$ cat config.mk
export PLATFORM = sky130hd
export DESIGN_NAME = dpram_req_scheduler
export DESIGN_NICKNAME = d
export VERILOG_FILES = /design/src/rtl/dpram_req_scheduler.sv
export SDC_FILE = /design/constraint.sdc
export NUM_CORES = 1
export LEC_CHECK = 0
export ABC_AREA = 1
export CORE_MARGIN = 2
export CORE_UTILIZATION = 25
export DETAILED_ROUTE_END_ITERATION = 8
export HOLD_SLACK_MARGIN = 0.08
export PLACE_DENSITY_LB_ADDON = 0.2
export SYNTH_ARGS = -nofsm -noshare
export SYNTH_HDL_FRONTEND = slang
export SYNTH_SLANG_ARGS = --single-unit
$ cat constraint.sdc
create_clock -name clk -period 12.05 [get_ports clk]
set_clock_uncertainty 0.2 [all_clocks]
set_input_delay 1.205 -clock clk [delete_from_list [all_inputs] [get_ports clk]]
set_output_delay 1.205 -clock clk [all_outputs]
set_load 0.02 [all_outputs]
$ cat src/rtl/dpram_req_scheduler.sv
// dpram_req_scheduler
// Shares one single-clock true dual-port RAM among NUM_REQ requesters.
// Each cycle up to two requests are granted in round-robin order, the first
// to RAM port A and the next non-conflicting one to port B. A same-address
// pair that includes a write is never issued together. Every accepted request
// receives exactly one response one cycle later, carrying the RAM q of the
// port that served it; write-through RAM makes a write's response its data.
module dpram_req_scheduler #(
    parameter int DATA_WIDTH = 8,
    parameter int ADDR_WIDTH = 6,
    parameter int NUM_REQ    = 4,
    parameter int CNT_WIDTH  = 16
) (
    input  logic                          clk,
    input  logic                          rst,
    input  logic [NUM_REQ-1:0]            req_valid,
    output logic [NUM_REQ-1:0]            req_ready,
    input  logic [NUM_REQ-1:0]            req_we,
    input  logic [NUM_REQ*ADDR_WIDTH-1:0] req_addr,
    input  logic [NUM_REQ*DATA_WIDTH-1:0] req_wdata,
    output logic [NUM_REQ-1:0]            rsp_valid,
    output logic [NUM_REQ*DATA_WIDTH-1:0] rsp_rdata,
    output logic [ADDR_WIDTH-1:0]         ram_addr_a,
    output logic [DATA_WIDTH-1:0]         ram_data_a,
    output logic                          ram_we_a,
    input  logic [DATA_WIDTH-1:0]         ram_q_a,
    output logic [ADDR_WIDTH-1:0]         ram_addr_b,
    output logic [DATA_WIDTH-1:0]         ram_data_b,
    output logic                          ram_we_b,
    input  logic [DATA_WIDTH-1:0]         ram_q_b,
    output logic [CNT_WIDTH-1:0]          collision_cnt
);

    localparam int IDX_W = (NUM_REQ > 1) ? $clog2(NUM_REQ) : 1;

    // Two accesses to one address must not share a cycle when either writes;
    // two reads of the same word are harmless on a true dual-port RAM.
    function automatic logic is_conflict(
        input logic [ADDR_WIDTH-1:0] addr_x,
        input logic                  we_x,
        input logic [ADDR_WIDTH-1:0] addr_y,
        input logic                  we_y
    );
        return (addr_x == addr_y) && (we_x || we_y);
    endfunction

    // Round-robin pointer and per-port response owners
    logic [IDX_W-1:0]     rr_ptr_r;
    logic                 own_a_valid_r;
    logic [IDX_W-1:0]     own_a_idx_r;
    logic                 own_b_valid_r;
    logic [IDX_W-1:0]     own_b_idx_r;
    logic [CNT_WIDTH-1:0] collision_cnt_r;

    // Arbitration results
    logic                 grant_a_s;
    logic [IDX_W-1:0]     idx_a_s;
    logic                 grant_b_s;
    logic [IDX_W-1:0]     idx_b_s;
    logic                 conflict_s;
    logic [IDX_W-1:0]     scan_idx_s;

    // Scan from rr_ptr: first valid goes to A, next valid non-conflicting goes to B
    always_comb begin
        grant_a_s  = 1'b0;
        idx_a_s    = {IDX_W{1'b0}};
        grant_b_s  = 1'b0;
        idx_b_s    = {IDX_W{1'b0}};
        conflict_s = 1'b0;
        scan_idx_s = {IDX_W{1'b0}};
        for (int k = 0; k < NUM_REQ; k++) begin
            scan_idx_s = rr_ptr_r + IDX_W'(k);
            if (!rst && req_valid[scan_idx_s]) begin
                if (!grant_a_s) begin
                    grant_a_s = 1'b1;
                    idx_a_s   = scan_idx_s;
                end else if (!grant_b_s) begin
                    if (is_conflict(req_addr[idx_a_s*ADDR_WIDTH +: ADDR_WIDTH], req_we[idx_a_s],
                                    req_addr[scan_idx_s*ADDR_WIDTH +: ADDR_WIDTH], req_we[scan_idx_s])) begin
                        conflict_s = 1'b1;
                    end else begin
                        grant_b_s = 1'b1;
                        idx_b_s   = scan_idx_s;
                    end
                end else begin
                    conflict_s = conflict_s;
                end
            end else begin
                conflict_s = conflict_s;
            end
        end
    end

    // Grant vector: only the requesters placed on a port see ready
    always_comb begin
        req_ready = {NUM_REQ{1'b0}};
        if (grant_a_s) begin
            req_ready[idx_a_s] = 1'b1;
        end else begin
            req_ready = req_ready;
        end
        if (grant_b_s) begin
            req_ready[idx_b_s] = 1'b1;
        end else begin
            req_ready = req_ready;
        end
    end

    // Port A drive: granted requester's access, otherwise an idle all-zero port
    always_comb begin
        if (grant_a_s) begin
            ram_addr_a = req_addr[idx_a_s*ADDR_WIDTH +: ADDR_WIDTH];
            ram_data_a = req_wdata[idx_a_s*DATA_WIDTH +: DATA_WIDTH];
            ram_we_a   = req_we[idx_a_s];
        end else begin
            ram_addr_a = {ADDR_WIDTH{1'b0}};
            ram_data_a = {DATA_WIDTH{1'b0}};
            ram_we_a   = 1'b0;
        end
    end

    // Port B drive: granted requester's access, otherwise an idle all-zero port
    always_comb begin
        if (grant_b_s) begin
            ram_addr_b = req_addr[idx_b_s*ADDR_WIDTH +: ADDR_WIDTH];
            ram_data_b = req_wdata[idx_b_s*DATA_WIDTH +: DATA_WIDTH];
            ram_we_b   = req_we[idx_b_s];
        end else begin
            ram_addr_b = {ADDR_WIDTH{1'b0}};
            ram_data_b = {DATA_WIDTH{1'b0}};
            ram_we_b   = 1'b0;
        end
    end

    // Advance the pointer past the last requester granted this cycle
    always_ff @(posedge clk) begin
        if (rst) begin
            rr_ptr_r <= {IDX_W{1'b0}};
        end else if (grant_b_s) begin
            rr_ptr_r <= idx_b_s + IDX_W'(1'b1);
        end else if (grant_a_s) begin
            rr_ptr_r <= idx_a_s + IDX_W'(1'b1);
        end else begin
            rr_ptr_r <= rr_ptr_r;
        end
    end

    // Count cycles in which a conflict deferred someone, saturating at all-ones
    always_ff @(posedge clk) begin
        if (rst) begin
            collision_cnt_r <= {CNT_WIDTH{1'b0}};
        end else if (conflict_s && (collision_cnt_r != {CNT_WIDTH{1'b1}})) begin
            collision_cnt_r <= collision_cnt_r + CNT_WIDTH'(1'b1);
        end else begin
            collision_cnt_r <= collision_cnt_r;
        end
    end

    assign collision_cnt = collision_cnt_r;

    // Remember which requester each port served so its q can be routed back
    always_ff @(posedge clk) begin
        if (rst) begin
            own_a_valid_r <= 1'b0;
            own_a_idx_r   <= {IDX_W{1'b0}};
            own_b_valid_r <= 1'b0;
            own_b_idx_r   <= {IDX_W{1'b0}};
        end else begin
            own_a_valid_r <= grant_a_s;
            own_a_idx_r   <= grant_a_s ? idx_a_s : {IDX_W{1'b0}};
            own_b_valid_r <= grant_b_s;
            own_b_idx_r   <= grant_b_s ? idx_b_s : {IDX_W{1'b0}};
        end
    end

    // Route port q to its owner; suppressed in reset so in-flight responses are dropped
    always_comb begin
        rsp_valid = {NUM_REQ{1'b0}};
        rsp_rdata = {(NUM_REQ*DATA_WIDTH){1'b0}};
        if (!rst) begin
            if (own_a_valid_r) begin
                rsp_valid[own_a_idx_r]                            = 1'b1;
                rsp_rdata[own_a_idx_r*DATA_WIDTH +: DATA_WIDTH]   = ram_q_a;
            end else begin
                rsp_valid = rsp_valid;
            end
            if (own_b_valid_r) begin
                rsp_valid[own_b_idx_r]                            = 1'b1;
                rsp_rdata[own_b_idx_r*DATA_WIDTH +: DATA_WIDTH]   = ram_q_b;
            end else begin
                rsp_valid = rsp_valid;
            end
        end else begin
            rsp_valid = {NUM_REQ{1'b0}};
        end
    end

endmodule
# [After elaboration in Yosys (flattened, before gate mapping)]
# Cells that the tools add are included.
# W data, S select, Z words.
[totals] output_inout_bits=86 wordCells=174 reg_bits=24
[op_classes] mul=8 n_mux=95 add_sub_neg=8 n_bitwise=5 shift=14 n_reduce_logical=19 magnitude_cmp=15 eq_ne=4
[ops] cell="$shiftx A24 B6 Y6" count=8
[ops] cell="$mux W32" count=4
[ops] cell="$neg A5 Y34" count=2
[ops] cell="$shift A8 B34 Y32 const A" count=2
[ops] cell="$shiftx A8 B34 Y32" count=2
[ops] cell="$shiftx A32 B6 Y8" count=2
[ops] cell="$mux W1" count=44
[ops] cell="$mux W2" count=20
[ops] cell="$lt A2 B3 Y1 const B" count=11
[ops] cell="$and A32 B32 Y32" count=1
[ops] cell="$bwmux W32" count=1
[ops] cell="$mul A2 B2 Y4 const B" count=8
[ops] cell="$bmux W1 S2" count=12
[ops] cell="$mux W4" count=6
[ops] cell="$eq A6 B6 Y1" count=3
[ops] cell="$add A16 B1 Y16 const B" count=1
[ops] cell="$mux W8" count=2
[ops] cell="$ne A16 B16 Y1 const B" count=1
[ops] cell="$logic_and A1 B1 Y1" count=12
[ops] cell="$mux W6" count=2
[ops] cell="$demux W1 S2" count=4
[ops] cell="$ge A2 B1 Y1 const B" count=4
[ops] cell="$or A4 B4 Y4" count=2
[ops] cell="$add A2 B1 Y2 const B" count=3
[ops] cell="6 further kinds" count=11

# [Logic depth before layout (Yosys ltp)]
# Gate-level depths: netlist of the first run.
[logic_depth] depth_word=25 mapped_depth=32 ltp_nobuf=30

# [Worst setup path before layout of the first run]
# No wires, ideal clock.
[synth_path] path_type="input -> output" start="in rst" end="out req_ready[2]" required_time_ps=10645 arrival_ps=4513 path_slack_ps=6132 cell_stages=22 cell_sequence="buf_2 -> inv_1 -> buf_2 -> nand3_2 -> inv_1 -> ha_1 -> clkbuf_1 -> clkbuf_1 -> nand2_1 -> o211ai_1 -> o21ai_0 -> xor2_1 -> nor2_1 -> nand4_1 -> nand2_1 -> nand2_1 -> nand2_1 -> nand2_1 -> nand2_1 -> nand2_2 -> buf_2 -> o21ai_0"
[synth_via] elab_chain_len=24 word_cells_on_any_way=72 cone_classes="3 x mul; 4 x order compare; 3 x eq/ne; 3 x shift; 45 x mux; 1 x bitwise; 13 x reduce/logical"
[synth_rtl] element="start: declaration" line_no="15" text="input logic rst,"
[synth_rtl] element="$logic_not A1 Y1 (*)"
[synth_rtl] element="$logic_and A1 B1 Y1" line_no="73" text="if (!rst && req_valid[scan_idx_s]) begin"
[synth_rtl] element="$mux W2" line_no="73"
[synth_rtl] element="$mul A2 B2 Y4 or $bmux W1 S2 (tied branches)" line_no="78" text="if (is_conflict(req_addr[idx_a_s*ADDR_WIDTH +: ADDR_WIDTH], req_we[idx_a_s],"
[synth_rtl] element="$shiftx A24 B6 Y6 or $mux W1 (tied branches)" line_no="78"
[synth_rtl] element="$eq A6 B6 Y1 or $logic_or A1 B1 Y1 (tied branches)" line_no="44" text="return (addr_x == addr_y) && (we_x || we_y);"
[synth_rtl] element="$logic_and A1 B1 Y1" line_no="44"
[synth_rtl] element="$mux W2" line_no="78"
[synth_rtl] element="[... 8 more ...]"
[synth_rtl] element="$mux W2" line_no="74" text="if (!grant_a_s) begin"
[synth_rtl] element="$mux W2" line_no="73"
[synth_rtl] element="$lt A2 B3 Y1 (not written as such) or $ge A2 B1 Y1 (tied branches)" line_no="103" text="req_ready[idx_b_s] = 1'b1;"
[synth_rtl] element="$logic_and A1 B1 Y1 (not written as such)" line_no="103"
[synth_rtl] element="$mux W1 (not written as such)" line_no="103"
[synth_rtl] element="$demux W1 S2" line_no="103"
[synth_rtl] element="$or A4 B4 Y4 (no source line)"
[synth_rtl] element="$mux W4 (*)" line_no="102" text="if (grant_b_s) begin"
[synth_rtl] element="end: declaration" line_no="17" text="output logic [NUM_REQ-1:0] req_ready,"
# Mark *: on every way between the ends. The rest lies on a longest branch, timed or not. The select of a mux whose other input is x is not followed.

# [Worst setup path in the final report of the first run]
[layout_path] start="in rst" end="out ram_data_b[7]"
[layout_via] elab_chain_len=20 word_cells_on_any_way=58 cone_classes="3 x mul; 3 x eq/ne; 4 x shift; 37 x mux; 11 x reduce/logical"
[layout_rtl] element="$logic_not A1 Y1 (*)"
[layout_rtl] element="$logic_and A1 B1 Y1" line_no="73"
[layout_rtl] element="$mux W2" line_no="73"
[layout_rtl] element="$mul A2 B2 Y4 or $bmux W1 S2 (tied branches)" line_no="78"
[layout_rtl] element="$shiftx A24 B6 Y6 or $mux W1 (tied branches)" line_no="78"
[layout_rtl] element="$eq A6 B6 Y1 or $logic_or A1 B1 Y1 (tied branches)" line_no="44"
[layout_rtl] element="$logic_and A1 B1 Y1" line_no="44"
[layout_rtl] element="$mux W2" line_no="78"
[layout_rtl] element="[... 4 more ...]"
[layout_rtl] element="$mux W2" line_no="74"
[layout_rtl] element="$mux W2" line_no="73"
[layout_rtl] element="$mux W2" line_no="78"
[layout_rtl] element="$mux W2" line_no="77" text="end else if (!grant_b_s) begin"
[layout_rtl] element="$mux W2" line_no="74"
[layout_rtl] element="$mux W2" line_no="73"
[layout_rtl] element="$shiftx A32 B6 Y8" line_no="126" text="ram_data_b = req_wdata[idx_b_s*DATA_WIDTH +: DATA_WIDTH];"
[layout_rtl] element="$mux W8 (*)" line_no="124" text="if (grant_b_s) begin"
[layout_rtl] element="end: declaration" line_no="28" text="output logic [DATA_WIDTH-1:0] ram_data_b,"
# Marked as above.

==> results of run 1 <==
[power breakdown]
| part | switching, mW | internal [mW] | leakage (nW) |
|---|---|---|---|
| Combinational | 1.00 | 0.546 | 2.75 |
| Sequential | 0.0160 | 0.0924 | 0.196 |
| Clock | 0.0289 | 0.0660 | 0.0511 |
| Total | 1.05 | 0.705 | 2.99 |
[synth_stat cells (4+ instances only)]
library cell,instances,area share
xor2_1,14,0.024
inv_2,5,0.0036
nand3_1,128,0.12
o21ai_1,7,0.0068
ha_1,14,0.034
nand4_1,8,0.0096
xnor2_1,4,0.0068
nand2_4,5,0.011
nor3_1,8,0.0077
o21ai_0,65,0.063
o22ai_1,21,0.025
nor2_1,61,0.044
buf_2,13,0.013
nand3_2,4,0.0077
a21oi_1,75,0.072
inv_1,114,0.082
o211ai_1,21,0.030
nand2_1,323,0.23
nor4_1,6,0.0072
dfxtp_1,24,0.093
buf_4,8,0.012
clkbuf_1,23,0.017
a211oi_1,7,0.010
o221ai_1,7,0.012
nand2_2,10,0.012
or2_2,5,0.0060
[cells by family (layout without fill, tap and decap cells)]
kind of cell / count (synthesis) / in the layout / share of synthesized area
buffers and inverters: 166 / 296 / 0.130
AND/OR/NAND/NOR: 566 / 566 / 0.477
XOR/XNOR: 18 / 18 / 0.0304
adder cells (fa/ha/maj): 14 / 14 / 0.0338
AO/OA/AOI/OAI: 211 / 211 / 0.235
flip-flops: 24 / 24 / 0.0926
[sequential cells by signal (all words and copies together) (netlist names)]
name and count:
own_a_valid_r 1, own_b_valid_r 1, own_a_idx_r 2, collision_cnt 16, own_b_idx_r 2, rr_ptr_r 2
[worst max-delay path, delay by kind of cell]
family,cells,cell delay (ps)
buf+inv,6,2460
simple gates,18,3310
[routing by layer]
metal,share of wire,global-route usage
met2,0.46,0.341
met5,0,0
met3,0.068,0.0193
met1,0.45,0.281
met4,0.020,0.0524
[through the flow]
stage / std cells / cell area [µm²] / hold slack (ps)
final: 1399 / 7100 / 288
after global routing: 1399 / 7100 / 316
after CTS: 1399 / 7100 / 290
after detailed placement: 1395 / 7000 / 274
after global placement: 1395 / 7000 / 269
after floorplan: 999 / 5190 / 349
[final timing paths]
path	to	cells past startpoint	slack (ps)
worst max-delay path	ram_data_b[7]	24	3660
worst min-delay path	collision_cnt[5]	2	290
worst max register to register	rr_ptr_r[1]	30	6530
worst min register to register	collision_cnt[5]	2	290
[cell type report]
cell class	count	area (µm²)	share of cell area
Multi-Input combinational cell	809	4030	0.567
Timing Repair Buffer	171	1700	0.239
Sequential cell	24	480	0.0676
Inverter	121	454	0.0639
Tap cell	270	338	0.0476
Clock buffer	3	75.1	0.0106
Clock inverter	1	30.0	0.00423
==> impl_metrics.tcl, run 1 <==
set metrics [dict create \
    status "finished clean" \
    setup_viol 0 \
    root_buffer "clkbuf_16" \
    post_cts_buffers 0 \
    fmax_mhz 119 \
    slew_headroom 0.201 \
    ys_types 40 \
    port-buffer-count 167 \
    rows 52 \
    ir_drop_mv 0.140 \
    grt_max_degree 53 \
    ant_nets 0 \
    pre_cts_slack_ps 3700 \
    final_cell_mix "323 x nand2_1, 166 x clkdlybuf4s50_1, 128 x nand3_1" \
    dp_hpwl_mm 17.7 \
    first_pass_iters 6 \
    floorplan.initialDensity 0.256 \
    synth-main-ff-cell "dfxtp_1" \
    syn_nets 1095 \
    nets 1226 \
    ios 168 \
    fin_crit_ps 8390 \
    die_area_mm2 0.0219 \
    drive_above_1_share 0.0399 \
    cts_sinks 24 \
    fp.dieH_um 148 \
    fin_crit_sh 0.697 \
    syn_to_final_growth_pct 37.0 \
    fin_ws_ps 3660 \
    clockBufferDepth 2 \
    netlist_area_mm2 0.00519 \
    die_w_um 148 \
    crit_top_cell "nand2_1" \
    cts.htree.levels 1 \
    crit_start "rst" \
    final_util 0.350 \
    cts_hold_buf 0 \
    ys_async_sr_fraction 0 \
    layout_commonest_cell "nand2_1" \
    final.setup.tns_ps 0 \
    drt_iter0_drc 529 \
    antenna_found_initial 0 \
    hp-start "collision_cnt[5]" \
    num_vias 7069 \
    critical_path_class "in -> out" \
    routabilityCongestion 0.936 \
    hold_violations 0 \
    coreArea_mm2 0.0203 \
    rsz0062_at_grt "false" \
    synth_seq_cells 24 \
    cp-start-kind "primary input" \
    totalWireLength_mm 23.1 \
    max-cap-violations 0 \
    num_antenna_cells 0 \
    clk_latency_ps 260 \
    critical_path_arrival_ps 6990 \
    p_total_mw 1.75 \
    fill_cells 2286 \
    cp_max_fo 52 \
    end_kind "output port" \
    track_usage 0.204 \
    path_cells "buf_2, inv_1, nand3_1, inv_1, nor2_1, nand2_1, inv_2, nand3_1, nand2_1, nand2_1, nand2_1, nor2_1, nand2_1, nor2_2, nor2_1, nand2_1, nand2_1, nand2_4, inv_2, nand2_1, nand3_1, nand2_1, nor2_1, clkdlybuf4s50_1" \
    crit_slowest_cell "buf_2" \
    ys_seq_area_frac 0.0926 \
    ys_warn_count 0 \
    grt_pass1_vias 6547 \
    grt_pass1_wl_mm 36.3 \
    synth_edf_count 0 \
    p_leak_nw 2.99 \
    wl_per_cell_um 16.5 \
    overflow 0 \
    hold_path_class "reg -> reg" \
    crit_required_ps 10640 \
    worst_pin_slew_ps 1200 \
    rr_startpoint "rr_ptr_r[0]" \
    cts_buffers 3 \
    drc 0 \
    cts_tree "built" \
    power_density_mw_per_mm2 247 \
    avgSynthCellArea_um2 5.19 \
    final_max_slew_viol_count 0 \
    max_stage_delay_ps 680 \
    syn_inst 999 \
    post_drt_via_cell_ratio 5.05 \
    clkTransAtPathRegs_ps 60 \
    ctsResizeCount 0 \
]
Power figures use the tool's default switching activity.
==> run 2, diff against run 1 <==
clock period = 8.78 ns   (was 12.05 ns; I/O delays follow)
==> run 2 against run 1 <==
Combinational power is 37% higher. Design area is 0.32% higher. Core utilization is 0.11 points higher. Count of clock-buffer cells in the layout stayed put. Cell count is 0.21% higher. Setup slack worse by 2200 ps. Critical path depth is 5 higher.
==> impl_metrics.tcl, run 2 (synthesized netlist as in run 1, its figures left out) <==
set metrics [dict create \
    hold_path_class "reg -> reg" \
    cts.htree.levels 1 \
    port-buffer-count 167 \
    num_antenna_cells 0 \
    final_max_slew_viol_count 0 \
    critical_path_arrival_ps 6280 \
    clk_latency_ps 270 \
    cp-start-kind "primary input" \
    die_w_um 148 \
    crit_required_ps 7700 \
    first_pass_iters 5 \
    floorplan.initialDensity 0.256 \
    drive_above_1_share 0.0424 \
    worst_pin_slew_ps 1170 \
    die_area_mm2 0.0219 \
    cts_buffers 3 \
    coreArea_mm2 0.0203 \
    fmax_mhz 136 \
    dp_cells 1398 \
    fin_crit_sh 0.838 \
    hold_violations 0 \
    crit_top_cell "nand2_1" \
    status "finished clean" \
    totalWireLength_mm 23.2 \
    clkTransAtPathRegs_ps 70 \
    overflow 0 \
    fill_cells 2300 \
    power_density_mw_per_mm2 339 \
    critical_path_class "in -> out" \
    ios 168 \
    grt_max_degree 53 \
    slew_headroom 0.215 \
    cts_tree "built" \
    setup_viol 0 \
    fin_crit_ps 7360 \
    grt_pass1_wl_mm 35.9 \
    worstRegToRegCells 26 \
    drc 0 \
    syn_to_final_growth_pct 37.4 \
    rsz0062_at_grt "false" \
    drt_iter0_drc 485 \
    end_kind "output port" \
    cts_sinks 24 \
    largest_register_ffs 16 \
    wl_per_cell_um 16.5 \
    crit_slowest_cell "ha_1" \
    root_buffer "clkbuf_16" \
    cts_hold_buf 0 \
    fp.dieH_um 148 \
    rows 52 \
    final_cell_mix "323 x nand2_1, 166 x clkdlybuf4s50_1, 128 x nand3_1" \
    stdcell_count 1402 \
    final_area_mm2 0.00713 \
    antenna_found_initial 0 \
    clockBufferDepth 2 \
    max_stage_delay_ps 760 \
    max-cap-violations 0 \
    ctsResizeCount 0 \
    layout_commonest_cell "nand2_1" \
    track_usage 0.202 \
    dp_hpwl_mm 17.9 \
    grt_pass1_vias 6449 \
    place_area_mm2 0.00702 \
    post_cts_buffers 0 \
    nets 1229 \
    num_vias 7121 \
    final.setup.tns_ps 0 \
    routabilityCongestion 0.957 \
    ir_drop_mv 0.190 \
    p_leak_nw 3.01 \
    post_drt_via_cell_ratio 5.08 \
    cp_max_fo 52 \
    ant_nets 0 \
    hold_depth 2 \
]
-- run 2: final timing paths --
| check | slack, ps | start | to |
|---|---|---|---|
| worst max-delay path | 1420 | req_valid[3] | ram_data_b[7] |
| worst min-delay path | 280 | collision_cnt[6] | collision_cnt[6] |
| worst max register to register | 3290 | rr_ptr_r[0] | rr_ptr_r[1] |
| worst min register to register | 280 | collision_cnt[6] | collision_cnt[6] |
-- run 2: layout make-up --
cell class                 count  area, µm²  share of cell area
clock buffer                   3       75.1              0.0105
multi-input combinational    809       4030               0.565
timing repair buffer         174       1720               0.241
inverter                     121        454              0.0637
sequential                    24        480              0.0674
clock inverter                 1       30.0             0.00421
tap                          270        338              0.0474
-- run 2: report_power, final --
group | switching [mW] | internal (mW)
sequential | 0.0234 | 0.127
combinational | 1.37 | 0.757
clock | 0.0422 | 0.0908
-- run 2: critical path, delay by kind of cell --
| kind | cells | cell delay, ps |
|---|---|---|
| adder cells (fa/ha/maj) | 1 | 760 |
| AND/OR/NAND/NOR | 23 | 2810 |
| buffers and inverters | 5 | 1800 |
-- run 2: through the flow --
step           setup WS [ps]   util  power, mW  hold WS, ps
6_report                1420  0.351       2.42          284
5_1_grt                  770  0.351       2.64          305
4_1_cts                 1460  0.351       2.42          288
3_5_place_dp            1470  0.346       2.28          275
3_3_place_gp            1550  0.346       2.28          272
2_1_floorplan           3520      -       1.57          349
-- run 2: layer usage --
metal  up-vias  part of all wire  global-route usage
li1       3578                 -                   -
met1      3226              0.46               0.280
met2       281              0.46               0.337
met3        36             0.062              0.0184
met4         0             0.019              0.0552
met5         -                 0                   0
==> variant: new RTL, config.mk and constraints of run 2 <==
Set the parameter `CNT_WIDTH` to 32 (it was 16).
--- a/src/rtl/dpram_req_scheduler.sv
+++ b/src/rtl/dpram_req_scheduler.sv
@@ -10,5 +10,5 @@
     parameter int ADDR_WIDTH = 6,
     parameter int NUM_REQ    = 4,
-    parameter int CNT_WIDTH  = 16
+    parameter int CNT_WIDTH  = 32
 ) (
     input  logic                          clk,
Ports: changed (resized collision_cnt); port bits go from 168 to 184. No check against the original RTL was run, so the function may have changed too.
==> variant against run 2 <==
- area after synthesis rose by 15%
- sequential cell count rose by 16
- critical path type is now reg2out
- wire length rose by 15%
- sequential share of layout area rose by 3.0 points
- non-clock buffer count grew 19
- fmax is 2.0% higher
- design area is 15% higher
- total power rose by 4.7%
- critical endpoint is now ram_data_b[4]
- worst setup slack gained 0.14 ns
- sequential power up 57%
- worst hold slack better by 0.0080 ns
- via count up 14%
==> variant: results (changes against run 2) <==
Status = completed
Layout multi-input combinational cell count = 922 (+14%)
Leak = 0.00326 uW (+8.5%)
Non-clk invs = 115 (-5.0%)
Area of the multi-input gates = 0.00453 mm^2 (+12%)
Number of global-route vias before repair = 7563 (+17%)
Bufs w/o clock = 193 (+11%)
Via density = 5.10 (+0.40%)
Drt wl/cell = 16.6 um (+0.83%)
Share of cells above drive strength 1 = 0.0446 (+0.00220)
Dpl ws = 1.75 ns (+0.283 ns)
Cts bufs inserted = 5 (+2)
Non-clk buf share = 0.231 (-0.00980)
Finished Core Util = 0.350 (-0.000978)
Critical Path AT = 6.14 ns (-0.14 ns)
Critical path type = reg2out
Hold EP = collision_cnt[31]
First-pass GRT wire length = 41900 um (+17%)
Peak VDD IR = 0.143 mV (-25%)
Main area contributors after synthesis = nand2_1 24%, dfxtp_1 13%, nand3_1 8.7%
Maximum clock rate = 0.139 GHz (+2.0%)
Vias = 8144 (+14%)
Worst skew pair latency = 0.29 ns (+0.02 ns)
Seq/total area = 0.0974 (+0.0300)
Global-route met3 utilization = 0.0248 (+0.00641)
Clock buffer count = 6 (+3)
Area after DPL = 0.00806 mm^2 (+15%)
Fillcell total = 2632 (+14%)
## variant: cell types whose count changed in the layout (fill, tap and decap cells not counted), moves of 4 or more
cell,run 2,this run
a21oi_1,75,84
nor2_1,61,93
nand2_1,323,376
nand3_1,128,104
o21ai_0,65,69
inv_1,114,108
nor3_1,8,16
dfxtp_1,24,40
o21ai_1,7,24
a211oi_1,7,11
clkdlybuf4s50_1,166,182
## variant: layer usage
metal / wire [um] / vias to the layer above / part of all wire
li1: - / 4040 / -
met1: 11500 / 3697 / 0.43
met2: 12600 / 357 / 0.47
met3: 1780 / 50 / 0.067
met4: 754 / 0 / 0.028
met5: 0 / - / 0
## variant: power breakdown
part	total (uW)	switching [uW]	internal [uW]	leakage [uW]
clock network	191	77.7	113	0.0000691
registers	236	37.2	199	0.000324
logic	2100	1360	740	0.00287
total	2530	1480	1050	0.00326
## variant: logic make-up after synthesis
family          count (synthesis)
simple gates                  644
compound gates                243
flops                          40
buf+inv                       160
xor+xnor                       22
fa+ha+maj                      13
